--- src/rtl/alu_pkg.sv ---
// Shared definitions for the multi-cycle ALU: opcode encodings and FSM states.
package alu_pkg;

  localparam int OP_W = 4;

  localparam logic [OP_W-1:0] OP_ADD  = 4'd0;
  localparam logic [OP_W-1:0] OP_SUB  = 4'd1;
  localparam logic [OP_W-1:0] OP_AND  = 4'd2;
  localparam logic [OP_W-1:0] OP_OR   = 4'd3;
  localparam logic [OP_W-1:0] OP_XOR  = 4'd4;
  localparam logic [OP_W-1:0] OP_SLT  = 4'd5;
  localparam logic [OP_W-1:0] OP_ADDO = 4'd6;
  localparam logic [OP_W-1:0] OP_SLTU = 4'd7;
  localparam logic [OP_W-1:0] OP_MULU = 4'd8;
  localparam logic [OP_W-1:0] OP_DIVU = 4'd9;

  typedef enum logic [1:0] {
    IDLE = 2'd0,
    MUL  = 2'd1,
    DIV  = 2'd2
  } state_t;

endpackage

--- src/rtl/alu_mc_if.sv ---
// Request/response bundle between the control unit (master) and the ALU (slave).
interface alu_mc_if
  import alu_pkg::*;
#(
  parameter int WIDTH = 32,
  parameter int OP_W_IF = alu_pkg::OP_W
);
  // Handshake: the ALU accepts start (with op/a/b) on a rising edge where busy=0;
  // start while busy=1 is dropped. done pulses for one cycle when outputs are valid,
  // and outputs hold until the next accepted start.
  logic               start;
  logic [OP_W_IF-1:0] op;
  logic [WIDTH-1:0]   a;
  logic [WIDTH-1:0]   b;
  logic               busy;
  logic               done;
  logic [WIDTH-1:0]   result;
  logic [WIDTH-1:0]   result_hi;
  logic               zero;
  logic               of;
  logic               div0;

  modport master (
    output start, op, a, b,
    input  busy, done, result, result_hi, zero, of, div0
  );

  modport slave (
    input  start, op, a, b,
    output busy, done, result, result_hi, zero, of, div0
  );
endinterface

--- src/rtl/alu_muldiv_seq.sv ---
// Iterative engine: shift-add unsigned multiply and restoring unsigned divide,
// one step per cycle over a shared 2*WIDTH accumulator.
module alu_muldiv_seq
  import alu_pkg::*;
#(
  parameter int WIDTH = 32
) (
  input  logic             clk,
  input  logic             rst,
  input  logic             load,
  input  logic             is_div,
  input  logic             step,
  input  logic [WIDTH-1:0] a,
  input  logic [WIDTH-1:0] b,
  output logic             fin,
  output logic [WIDTH-1:0] res_lo,
  output logic [WIDTH-1:0] res_hi
);

  localparam int CNT_W = $clog2(WIDTH);

  logic [2*WIDTH-1:0] acc;
  logic [2*WIDTH-1:0] acc_nxt;
  logic [WIDTH-1:0]   opnd;
  logic               div_mode;
  logic [CNT_W-1:0]   cnt;
  logic [WIDTH:0]     add_sum;
  logic [WIDTH:0]     rem_shift;
  logic [WIDTH:0]     rem_diff;

  // MUL: acc = {partial, multiplier}; DIV: acc = {remainder, dividend/quotient}.
  always_comb begin
    add_sum   = {1'b0, acc[2*WIDTH-1:WIDTH]} + (acc[0] ? {1'b0, opnd} : '0);
    rem_shift = {acc[2*WIDTH-1:WIDTH], acc[WIDTH-1]};
    rem_diff  = rem_shift - {1'b0, opnd};
    if (div_mode) begin
      if (!rem_diff[WIDTH]) acc_nxt = {rem_diff[WIDTH-1:0], acc[WIDTH-2:0], 1'b1};
      else                  acc_nxt = {rem_shift[WIDTH-1:0], acc[WIDTH-2:0], 1'b0};
    end else begin
      acc_nxt = {add_sum, acc[WIDTH-1:1]};
    end
  end

  assign res_lo = acc_nxt[WIDTH-1:0];
  assign res_hi = acc_nxt[2*WIDTH-1:WIDTH];
  assign fin    = (cnt == '0);

  always_ff @(posedge clk or posedge rst) begin
    if (rst) begin
      acc      <= '0;
      opnd     <= '0;
      div_mode <= 1'b0;
      cnt      <= '0;
    end else if (load) begin
      acc      <= is_div ? {{WIDTH{1'b0}}, a} : {{WIDTH{1'b0}}, b};
      opnd     <= is_div ? b : a;
      div_mode <= is_div;
      cnt      <= CNT_W'(WIDTH - 1);
    end else if (step) begin
      acc <= acc_nxt;
      if (cnt != '0) cnt <= cnt - 1'b1;
    end
  end

endmodule

--- src/rtl/alu_mc.sv ---
// Multi-cycle ALU: single-cycle datapath, IDLE/MUL/DIV control FSM and
// registered outputs; iterative ops are delegated to alu_muldiv_seq.
module alu_mc
  import alu_pkg::*;
#(
  parameter int WIDTH = 32,
  parameter int OP_W_P = alu_pkg::OP_W
) (
  input  logic    clk,
  input  logic    rst,
  alu_mc_if.slave bus,
  output state_t  state_dbg
);

  state_t           state_q, state_d;
  logic             seq_load, seq_step, seq_fin;
  logic [WIDTH-1:0] seq_lo, seq_hi;

  logic [WIDTH-1:0] sc_res, sc_hi, sum;
  logic             sc_of, sc_div0;
  logic             wr;
  logic [WIDTH-1:0] wr_res, wr_hi;
  logic             wr_of, wr_div0;

  logic [WIDTH-1:0] result_q, result_hi_q;
  logic             done_q, zero_q, of_q, div0_q;

  alu_muldiv_seq #(.WIDTH(WIDTH)) u_seq (
    .clk    (clk),
    .rst    (rst),
    .load   (seq_load),
    .is_div (bus.op == OP_DIVU),
    .step   (seq_step),
    .a      (bus.a),
    .b      (bus.b),
    .fin    (seq_fin),
    .res_lo (seq_lo),
    .res_hi (seq_hi)
  );

  always_comb begin
    sum     = bus.a + bus.b;
    sc_res  = '0;
    sc_hi   = '0;
    sc_of   = 1'b0;
    sc_div0 = 1'b0;
    case (bus.op)
      OP_ADD:  sc_res = sum;
      OP_SUB:  sc_res = bus.a - bus.b;
      OP_AND:  sc_res = bus.a & bus.b;
      OP_OR:   sc_res = bus.a | bus.b;
      OP_XOR:  sc_res = bus.a ^ bus.b;
      OP_SLT:  sc_res = {{(WIDTH-1){1'b0}}, ($signed(bus.a) < $signed(bus.b))};
      OP_ADDO: begin
        sc_res = sum;
        sc_of  = (bus.a[WIDTH-1] == bus.b[WIDTH-1]) && (sum[WIDTH-1] != bus.a[WIDTH-1]);
      end
      OP_SLTU: sc_res = {{(WIDTH-1){1'b0}}, (bus.a < bus.b)};
      // Only the divide-by-zero case reaches here as a single-cycle DIVU.
      OP_DIVU: begin
        sc_res  = '1;
        sc_hi   = bus.a;
        sc_div0 = 1'b1;
      end
      default: ;
    endcase
  end

  always_comb begin
    state_d  = state_q;
    seq_load = 1'b0;
    seq_step = 1'b0;
    wr       = 1'b0;
    wr_res   = sc_res;
    wr_hi    = sc_hi;
    wr_of    = sc_of;
    wr_div0  = sc_div0;
    case (state_q)
      IDLE: begin
        if (bus.start) begin
          if (bus.op == OP_MULU) begin
            seq_load = 1'b1;
            state_d  = MUL;
          end else if (bus.op == OP_DIVU && bus.b != '0) begin
            seq_load = 1'b1;
            state_d  = DIV;
          end else begin
            wr = 1'b1;
          end
        end
      end
      MUL, DIV: begin
        seq_step = 1'b1;
        if (seq_fin) begin
          wr      = 1'b1;
          wr_res  = seq_lo;
          wr_hi   = seq_hi;
          wr_of   = 1'b0;
          wr_div0 = 1'b0;
          state_d = IDLE;
        end
      end
      default: state_d = IDLE;
    endcase
  end

  always_ff @(posedge clk or posedge rst) begin
    if (rst) state_q <= IDLE;
    else     state_q <= state_d;
  end

  always_ff @(posedge clk or posedge rst) begin
    if (rst) begin
      done_q      <= 1'b0;
      result_q    <= '0;
      result_hi_q <= '0;
      zero_q      <= 1'b0;
      of_q        <= 1'b0;
      div0_q      <= 1'b0;
    end else begin
      done_q <= wr;
      if (wr) begin
        result_q    <= wr_res;
        result_hi_q <= wr_hi;
        zero_q      <= (wr_res == '0);
        of_q        <= wr_of;
        div0_q      <= wr_div0;
      end
    end
  end

  assign bus.busy      = (state_q != IDLE);
  assign bus.done      = done_q;
  assign bus.result    = result_q;
  assign bus.result_hi = result_hi_q;
  assign bus.zero      = zero_q;
  assign bus.of        = of_q;
  assign bus.div0      = div0_q;
  assign state_dbg     = state_q;

endmodule

--- src/flat_wrapper.sv ---
// flat-port wrapper written by rule: the top's interface ports become plain ports
module alu_mc_flat import alu_pkg::*;
#(
  parameter int WIDTH = 32,
  parameter int OP_W_P = alu_pkg::OP_W
)
  (clk, rst, state_dbg, bus_start, bus_op, bus_a, bus_b, bus_busy, bus_done, bus_result, bus_result_hi, bus_zero, bus_of, bus_div0);
  alu_mc_if #(.WIDTH(WIDTH)) bus_i ();
  input  logic clk;
  input  logic rst;
  output state_t state_dbg;
  input wire logic [$bits(bus_i.start)-1:0] bus_start;
  input wire logic [$bits(bus_i.op)-1:0] bus_op;
  input wire logic [$bits(bus_i.a)-1:0] bus_a;
  input wire logic [$bits(bus_i.b)-1:0] bus_b;
  output wire logic [$bits(bus_i.busy)-1:0] bus_busy;
  output wire logic [$bits(bus_i.done)-1:0] bus_done;
  output wire logic [$bits(bus_i.result)-1:0] bus_result;
  output wire logic [$bits(bus_i.result_hi)-1:0] bus_result_hi;
  output wire logic [$bits(bus_i.zero)-1:0] bus_zero;
  output wire logic [$bits(bus_i.of)-1:0] bus_of;
  output wire logic [$bits(bus_i.div0)-1:0] bus_div0;
  assign bus_i.start = bus_start;
  assign bus_i.op = bus_op;
  assign bus_i.a = bus_a;
  assign bus_i.b = bus_b;
  assign bus_busy = bus_i.busy;
  assign bus_done = bus_i.done;
  assign bus_result = bus_i.result;
  assign bus_result_hi = bus_i.result_hi;
  assign bus_zero = bus_i.zero;
  assign bus_of = bus_i.of;
  assign bus_div0 = bus_i.div0;
  alu_mc #(.WIDTH(WIDTH), .OP_W_P(OP_W_P)) u_core (.clk(clk), .rst(rst), .bus(bus_i), .state_dbg(state_dbg));
endmodule
--- config.mk ---
export PLATFORM = sky130hd
export DESIGN_NAME = alu_mc_flat
export DESIGN_NICKNAME = d
export VERILOG_FILES = /design/src/rtl/alu_pkg.sv /design/src/rtl/alu_mc_if.sv /design/src/rtl/alu_muldiv_seq.sv /design/src/rtl/alu_mc.sv /design/src/flat_wrapper.sv
export SDC_FILE = /design/constraint.sdc
export NUM_CORES = 1
export LEC_CHECK = 0
export CAP_MARGIN = 0
export CELL_PAD_IN_SITES_DETAIL_PLACEMENT = 1
export CELL_PAD_IN_SITES_GLOBAL_PLACEMENT = 1
export CORE_MARGIN = 1
export CORE_UTILIZATION = 45
export CTS_CLUSTER_SIZE = 12
export DETAILED_ROUTE_END_ITERATION = 6
export PLACE_DENSITY = 0.94
export SLEW_MARGIN = 20
export SYNTH_ARGS = -nofsm -noshare
export SYNTH_HDL_FRONTEND = slang
export SYNTH_SLANG_ARGS = --single-unit
--- constraint.sdc ---
create_clock -name clk -period 8.8 [get_ports clk]
set_input_delay 2.2 -clock clk [delete_from_list [all_inputs] [get_ports clk]]
set_output_delay 2.2 -clock clk [all_outputs]
set_load 0.01 [all_outputs]
==> results of run 1 <==
-- cell usage after synthesis, types with 45 or more instances --
cell type,number
o21ai_0,159
mux2i_1,45
dfrtp_1,172
nand3_1,68
ha_1,163
o211ai_1,65
clkbuf_1,99
nand2_1,220
a21oi_1,245
a211oi_1,65
nor2_1,230
a31oi_1,57
and2_1,47
inv_1,170
-- through the flow --
step / area (um^2) / setup WS (ns) / utilization (%) / total power [mW] / std cells
global placement: 20100 / 1.05 / 50.2 / 6.59 / 2978
finish: 20600 / 1.39 / 51.6 / 8.00 / 3011
global route: 20600 / 1.30 / 51.6 / 8.51 / 3010
CTS: 20600 / 1.69 / 51.6 / 7.84 / 3010
floorplan: 18400 / 1.94 / - / 5.22 / 2445
detailed placement: 20100 / 1.20 / 50.2 / 6.95 / 2978
-- power groups by stage --
stage / registers (mW) / clock network [mW] / logic (mW)
floorplan: 1.44 / 0 / 3.78
global placement: 1.50 / 0 / 5.09
detailed placement: 1.53 / 0 / 5.42
CTS: 1.52 / 0.801 / 5.52
global route: 1.57 / 0.831 / 6.10
finish: 1.54 / 0.804 / 5.66
-- worst max-delay path, delay by kind of cell --
kind | cells | cell delay (ns)
compound gates | 6 | 1.60
buf+inv | 2 | 1.63
simple gates | 5 | 2.36
-- worst paths after layout --
kind	slack (ns)	to	cells past startpoint
worst max register to register	3.23	u_core.bus.zero$_DFFE_PP0P_	14
min in group asynchronous	2.29	u_core.bus.result[7]$_DFFE_PP0P_	2
worst min-delay path	0.48	u_core.bus.result[9]$_DFFE_PP0P_	2
max in group asynchronous	4.87	u_core.u_seq.div_mode$_DFFE_PP0P_	3
worst max-delay path	1.39	u_core.bus.zero$_DFFE_PP0P_	13
worst min register to register	0.48	u_core.bus.result[9]$_DFFE_PP0P_	2
-- flip-flops by register name (all words and copies together) (netlist names) --
signal                 cells
u_core.bus.result         32
u_core.bus.done            1
u_core.bus.div0            1
u_core.state_dbg           2
u_core.u_seq.div_mode      1
u_core.u_seq.cnt           5
u_core.u_seq.opnd         32
u_core.bus.result_hi      32
u_core.u_seq.acc          64
u_core.bus.zero            1
u_core.bus.of              1
-- layout make-up --
cell class,count,share of cell area [%]
antenna,1,0.0121
clock buffer,18,2.08
clock inverter,14,0.715
inverter,171,3.13
multi-input combinational,1942,62.3
sequential,172,20.9
tap,525,3.18
timing repair buffer,168,7.77
-- logic make-up after synthesis --
| group | count (synthesis) |
|---|---|
| buffers and inverters | 331 |
| adder cells (fa/ha/maj) | 167 |
| AO/OA/AOI/OAI | 871 |
| multiplexers | 61 |
| flip-flops | 172 |
| AND/OR/NAND/NOR | 779 |
| XOR/XNOR | 64 |
-- metal layers --
metal | wire length (um) | global-route usage [%] | vias up
met5 | 151 | 0 | -
met4 | 7380 | 31.1 | 2
met3 | 7880 | 9.41 | 415
met2 | 40600 | 68.9 | 1208
met1 | 33800 | 50.5 | 10300
li1 | - | - | 8961
-- cell usage in the layout, fill, tap and decap left out, types with 19 or more instances in the layout --
| cell type | instances |
|---|---|
| nand3_1 | 68 |
| inv_1 | 169 |
| nand2b_1 | 24 |
| xnor2_1 | 44 |
| o31ai_1 | 20 |
| nand4_1 | 24 |
| ha_1 | 162 |
| o211ai_1 | 65 |
| buf_4 | 27 |
| a31oi_1 | 57 |
| a21o_1 | 44 |
| a211oi_1 | 65 |
| o21ai_0 | 159 |
| nor2_1 | 230 |
| nand2_1 | 217 |
| mux2i_1 | 45 |
| a21oi_1 | 245 |
| clkdlybuf4s50_1 | 139 |
| nor3_1 | 43 |
| nor2b_1 | 19 |
| o21a_1 | 31 |
| nor4_1 | 29 |
| and2_1 | 46 |
| dfrtp_1 | 171 |
==> flow_summary.yaml, run 1 <==
final_layout:
  fillers: 4959
  multi_input_area_um2: 12900
  syn_to_final_growth_pct: 12.2
  drive_above_1_share_pct: 4.83
  ff_latch_area_um2: 4310
  nets: 2710
global_route:
  grt_overflow: 0
  grt_use_total_pct: 42.9
  grt_pass1_wl_um: 134000
  grt_antenna_before_repair: 2
  grt_max_degree: 99
  grt_pass1_vias: 21300
detailed_routing:
  drt_wl_total_um: 89800
  drc_errors: 0
  first_iter_violations: 2025
  postRouteAntennaNets: 0
  first_pass_iters: 5
  avgRoutedWirePerCell_um: 29.8
  via_per_inst: 6.94
  vias: 20900
synthesis:
  synth_compound_area_share_pct: 31.2
  syn_nets: 2683
  ys_top_cells_by_area: "dfrtp_1, ha_1, a21oi_1, nor2_1, nand2_1"
  synth_enable_flop_cells: 0
  synthXorXnorAreaFrac_pct: 3.13
  synthMuxAreaShare_pct: 3.43
  synth-seq-cells: 172
  yosys_warnings: 0
  synthAdderAreaFrac_pct: 11.5
  syn_area_um2: 18400
  async_reset_ff_share_pct: 100
  yosysUniqueCellTypes: 97
  yosys_most_used_dff: "dfrtp_1"
  synth_seq_area_share_pct: 23.4
  synth_top_family_by_area: "compound AO/OA/AOI/OAI gates"
  yosys.area_share.simple_pct: 20.2
  synth_top_cell_by_area: "dfrtp_1"
  synth_top_area_share_pct: 23.4
  syn_avg_cell_area_um2: 7.53
  syn_inst: 2445
job:
  max-cap-violations: 0
clock_tree:
  clk_pin_slew_ns: 0.07
  cts_hold_repair.buffers: 0
  clockRootBuffer: "clkbuf_16"
  htreeDepth: 4
  cts_tree: "built"
  cts.repair.resized: 0
  worstSkewPairLatency_ns: 0.49
  clockBufferDepth: 2
  cts_setup_buffers: 0
  clock-sinks: 172
  numCtsBuffers: 17
power:
  clkPwrFrac_pct: 10.0
  switching_power_mw: 4.26
  power_density_nw_per_um2: 388
  swShare_pct: 53.3
  peakVddDrop_mv: 0.292
  p_leak_nw: 8.89
  comb_power_share_pct: 70.7
  p_seq_share_pct: 19.3
  intPower_mw: 3.74
floorplanning:
  die_y_um: 204
  core_area_um2: 40000
  die_area_um2: 41700
  die_w_um: 204
  top_level_ports: 142
  rows: 73
  initial_core_util_pct: 46.0
timing:
  rsz0062_at_grt: "no"
  timing.hold.ws_ns: 0.482
  fin_worst_skew_ns: 0.0183
  slew_violations: 0
  worstMarginPinSlew_ns: 1.18
  period_share_pct: 84.2
  setup_viol: 0
  fin_setup_tns_ns: 0
  max_slew_margin_pct: 21.2
  max_freq_mhz: 135
  hold_viol_final: 0
  finalCriticalPeriod_ns: 7.41
placed_design:
  io_buffers: 141
  gp_congestion: 1.05
  dp_hpwl_um: 67000
outcome:
  status: "finished clean"
worst_setup_path:
  startpoint_type: "primary input"
  crit_chain: "clkdlybuf4s50_1, nand4bb_1, buf_4, a2bb2oi_1, o311ai_0, nor4_1, o22ai_1, a2111oi_2, o2111ai_1, nor4_1, nand4_1, nor3_1, a41o_1"
  path_class: "primary input to flip-flop"
  worst_ep_required_time_ns: 9.22
  timing.critical_path.mode_cell: "nor4_1"
  worstReg2RegStart: "u_core.state_dbg[0]$_DFFE_PP0P_"
  critPathCaptureType: "flip-flop"
  crit_slowest_cell: "clkdlybuf4s50_1"
  crit_path_start: "bus_op[3]"
  worstPathArrival_ns: 7.83
  max_stage_delay_ns: 1.24
  critical_path.max_fanout: 22
min_path:
  worstHoldPathType: "flip-flop to flip-flop"
  worstHoldStart: "u_core.bus.result[9]$_DFFE_PP0P_"
No activity file was read; power rests on OpenSTA's default activity.
==> inputs of run 2 (changes only) <==
==> constraint.sdc (replaced) <==
create_clock -name clk -period 7.5 [get_ports clk]
set_input_delay 1.875 -clock clk [delete_from_list [all_inputs] [get_ports clk]]
set_output_delay 1.875 -clock clk [all_outputs]
set_load 0.01 [all_outputs]
==> run 2 against run 1 <==
Against the previous run:
- clock power increased by 26%
- clock-buffer cell count grew 1
- register-to-register slack got worse by 1.7 ns
- first-iteration DRC count rose by 22%
- non-clock buffer count grew 19
- critical path depth did not move
- sequential share of layout area decreased by 0.23 points
- hold slack worse by 0.0054 ns
- largest cell class unchanged
- largest power group unchanged
==> flow_summary.yaml, run 2 (synthesis results as in run 1) <==
job:
  max-cap-violations: 0
final_layout:
  final_common_cell: "a21oi_1"
  num_antenna_cells: 0
  largest_reg_flops: 64
  largest_register: "u_core.u_seq.acc"
  final_cells: 3029
  drive_above_1_share_pct: 5.39
  nets: 2729
  fin_util_pct: 52.2
  finalInstanceArea_um2: 20900
  syn_to_final_growth_pct: 13.4
  final_cell_mix: "a21oi_1, nor2_1, nand2_1, dfrtp_1, inv_1"
timing:
  max_freq_mhz: 148
  worst_slack_ns: 0.744
  hold_viol_final: 0
  max_slew_margin_pct: 19.3
  setup_viol: 0
  fin_worst_skew_ns: 0.0141
  rsz0062_at_grt: "no"
  period_share_pct: 90.1
  slew_violations: 0
  timing.hold.ws_ns: 0.477
  worstMarginPinSlew_ns: 1.20
  finalCriticalPeriod_ns: 6.76
  fin_setup_tns_ns: 0
placed_design:
  dp_hpwl_um: 69100
  gp_congestion: 1.11
  place_area_um2: 20200
  placed_cells: 2997
  place_ws_ns: 0.674
  io_buffers: 141
worst_setup_path:
  critPathTopFamily: "compound AO/OA/AOI/OAI gates"
  worst_ep_required_time_ns: 7.92
  critPathCaptureType: "flip-flop"
  critical_path.max_fanout: 5
  startpoint_type: "primary input"
  path_buf_inv: 2
  path_class: "primary input to flip-flop"
  crit_slowest_cell: "nor4_1"
  max_stage_delay_ns: 0.84
  crit_chain: "clkdlybuf4s50_1, inv_1, ha_1, nor2_1, o311ai_0, a211oi_1, o311ai_0, or4_1, o21ai_0, nor4_1, nand4_1, nor3_1, a41o_1"
  timing.critical_path.mode_cell: "o311ai_0"
  worstPathArrival_ns: 7.18
floorplanning:
  initial_core_util_pct: 46.0
  die_y_um: 204
  die_w_um: 204
  die_area_um2: 41700
  core_area_um2: 40000
  rows: 73
  top_level_ports: 142
detailed_routing:
  postRouteAntennaNets: 0
  avgRoutedWirePerCell_um: 31.0
  drc_errors: 0
  via_per_inst: 7.08
  first_iter_violations: 2462
  vias: 21400
  first_pass_iters: 6
  drt_wl_total_um: 93900
clock_tree:
  numCtsBuffers: 17
  htreeDepth: 4
  worstSkewPairLatency_ns: 0.48
  clk_pin_slew_ns: 0.07
  cts_tree: "built"
  cts.repair.resized: 0
  clockBufferDepth: 2
  clockRootBuffer: "clkbuf_16"
  cts_hold_repair.buffers: 0
  clock-sinks: 172
  cts_setup_buffers: 0
outcome:
  status: "finished clean"
global_route:
  grt_antenna_before_repair: 3
  grt_max_degree: 103
  grt_overflow: 0
  grt_use_total_pct: 44.9
  grt_pass1_wl_um: 140000
  grt_pass1_vias: 22100
power:
  p_leak_nw: 9.02
  power_mw: 9.60
  power_density_nw_per_um2: 460
  peakVddDrop_mv: 0.394
min_path:
  worstHoldPathType: "flip-flop to flip-flop"
[run 2: changes by cell type in the layout (fill, tap and decap cells not counted), sizes merged]
cell / previous run / this run
clkbuf: 18 / 19
diode: 1 / 0
buf: 29 / 46
inv: 179 / 174
clkinvlp: 2 / 1
bufinv: 0 / 4
clkinv: 4 / 5
clkdlybuf4s50: 139 / 141
[run 2: per-layer routing]
metal	wire length (um)	track usage [%]	vias up	share of wire, %
met1	34700	53.1	10500	37
met5	160	2.38	-	0.17
met2	41700	70.3	1478	44
li1	-	-	8980	-
met4	8380	36.1	8	8.9
met3	8970	9.41	465	9.6
[run 2: layout make-up]
type	count	area (um^2)
repair buffers	187	1780
clock inverters	13	186
inverters	171	647
fillers	4937	19100
clock buffers	19	443
flip-flops and latches	172	4310
well taps	525	657
multi-input cells	1942	12900
[run 2: worst register-to-register path, delay by kind of cell, from the launching register on]
family | cells | cell delay [ns]
and+or+nand+nor | 6 | 2.94
AOI/OAI and AO/OA | 5 | 1.56
buffers and inverters | 2 | 0.50
DFF | 1 | 0.48
adders and majority gates | 1 | 0.48
[run 2: worst paths after layout]
kind | depth (start not counted) | start | slack (ns) | endpoint
max in group asynchronous | 3 | rst | 4.29 | u_core.u_seq.acc[26]$_DFFE_PP0P_
worst min-delay path | 2 | u_core.bus.result[15]$_DFFE_PP0P_ | 0.48 | u_core.bus.result[15]$_DFFE_PP0P_
worst min register to register | 2 | u_core.bus.result[15]$_DFFE_PP0P_ | 0.48 | u_core.bus.result[15]$_DFFE_PP0P_
min in group asynchronous | 2 | rst | 1.86 | u_core.u_seq.acc[1]$_DFFE_PP0P_
worst max-delay path | 13 | bus_b[1] | 0.74 | u_core.bus.zero$_DFFE_PP0P_
worst max register to register | 14 | u_core.state_dbg[0]$_DFFE_PP0P_ | 1.49 | u_core.bus.zero$_DFFE_PP0P_
[run 2: where the power goes]
part           switching (mW)  leakage, nW  internal, mW
clock network           0.443        0.309         0.569
registers               0.463         2.02          1.37
logic                    4.16         6.69          2.59
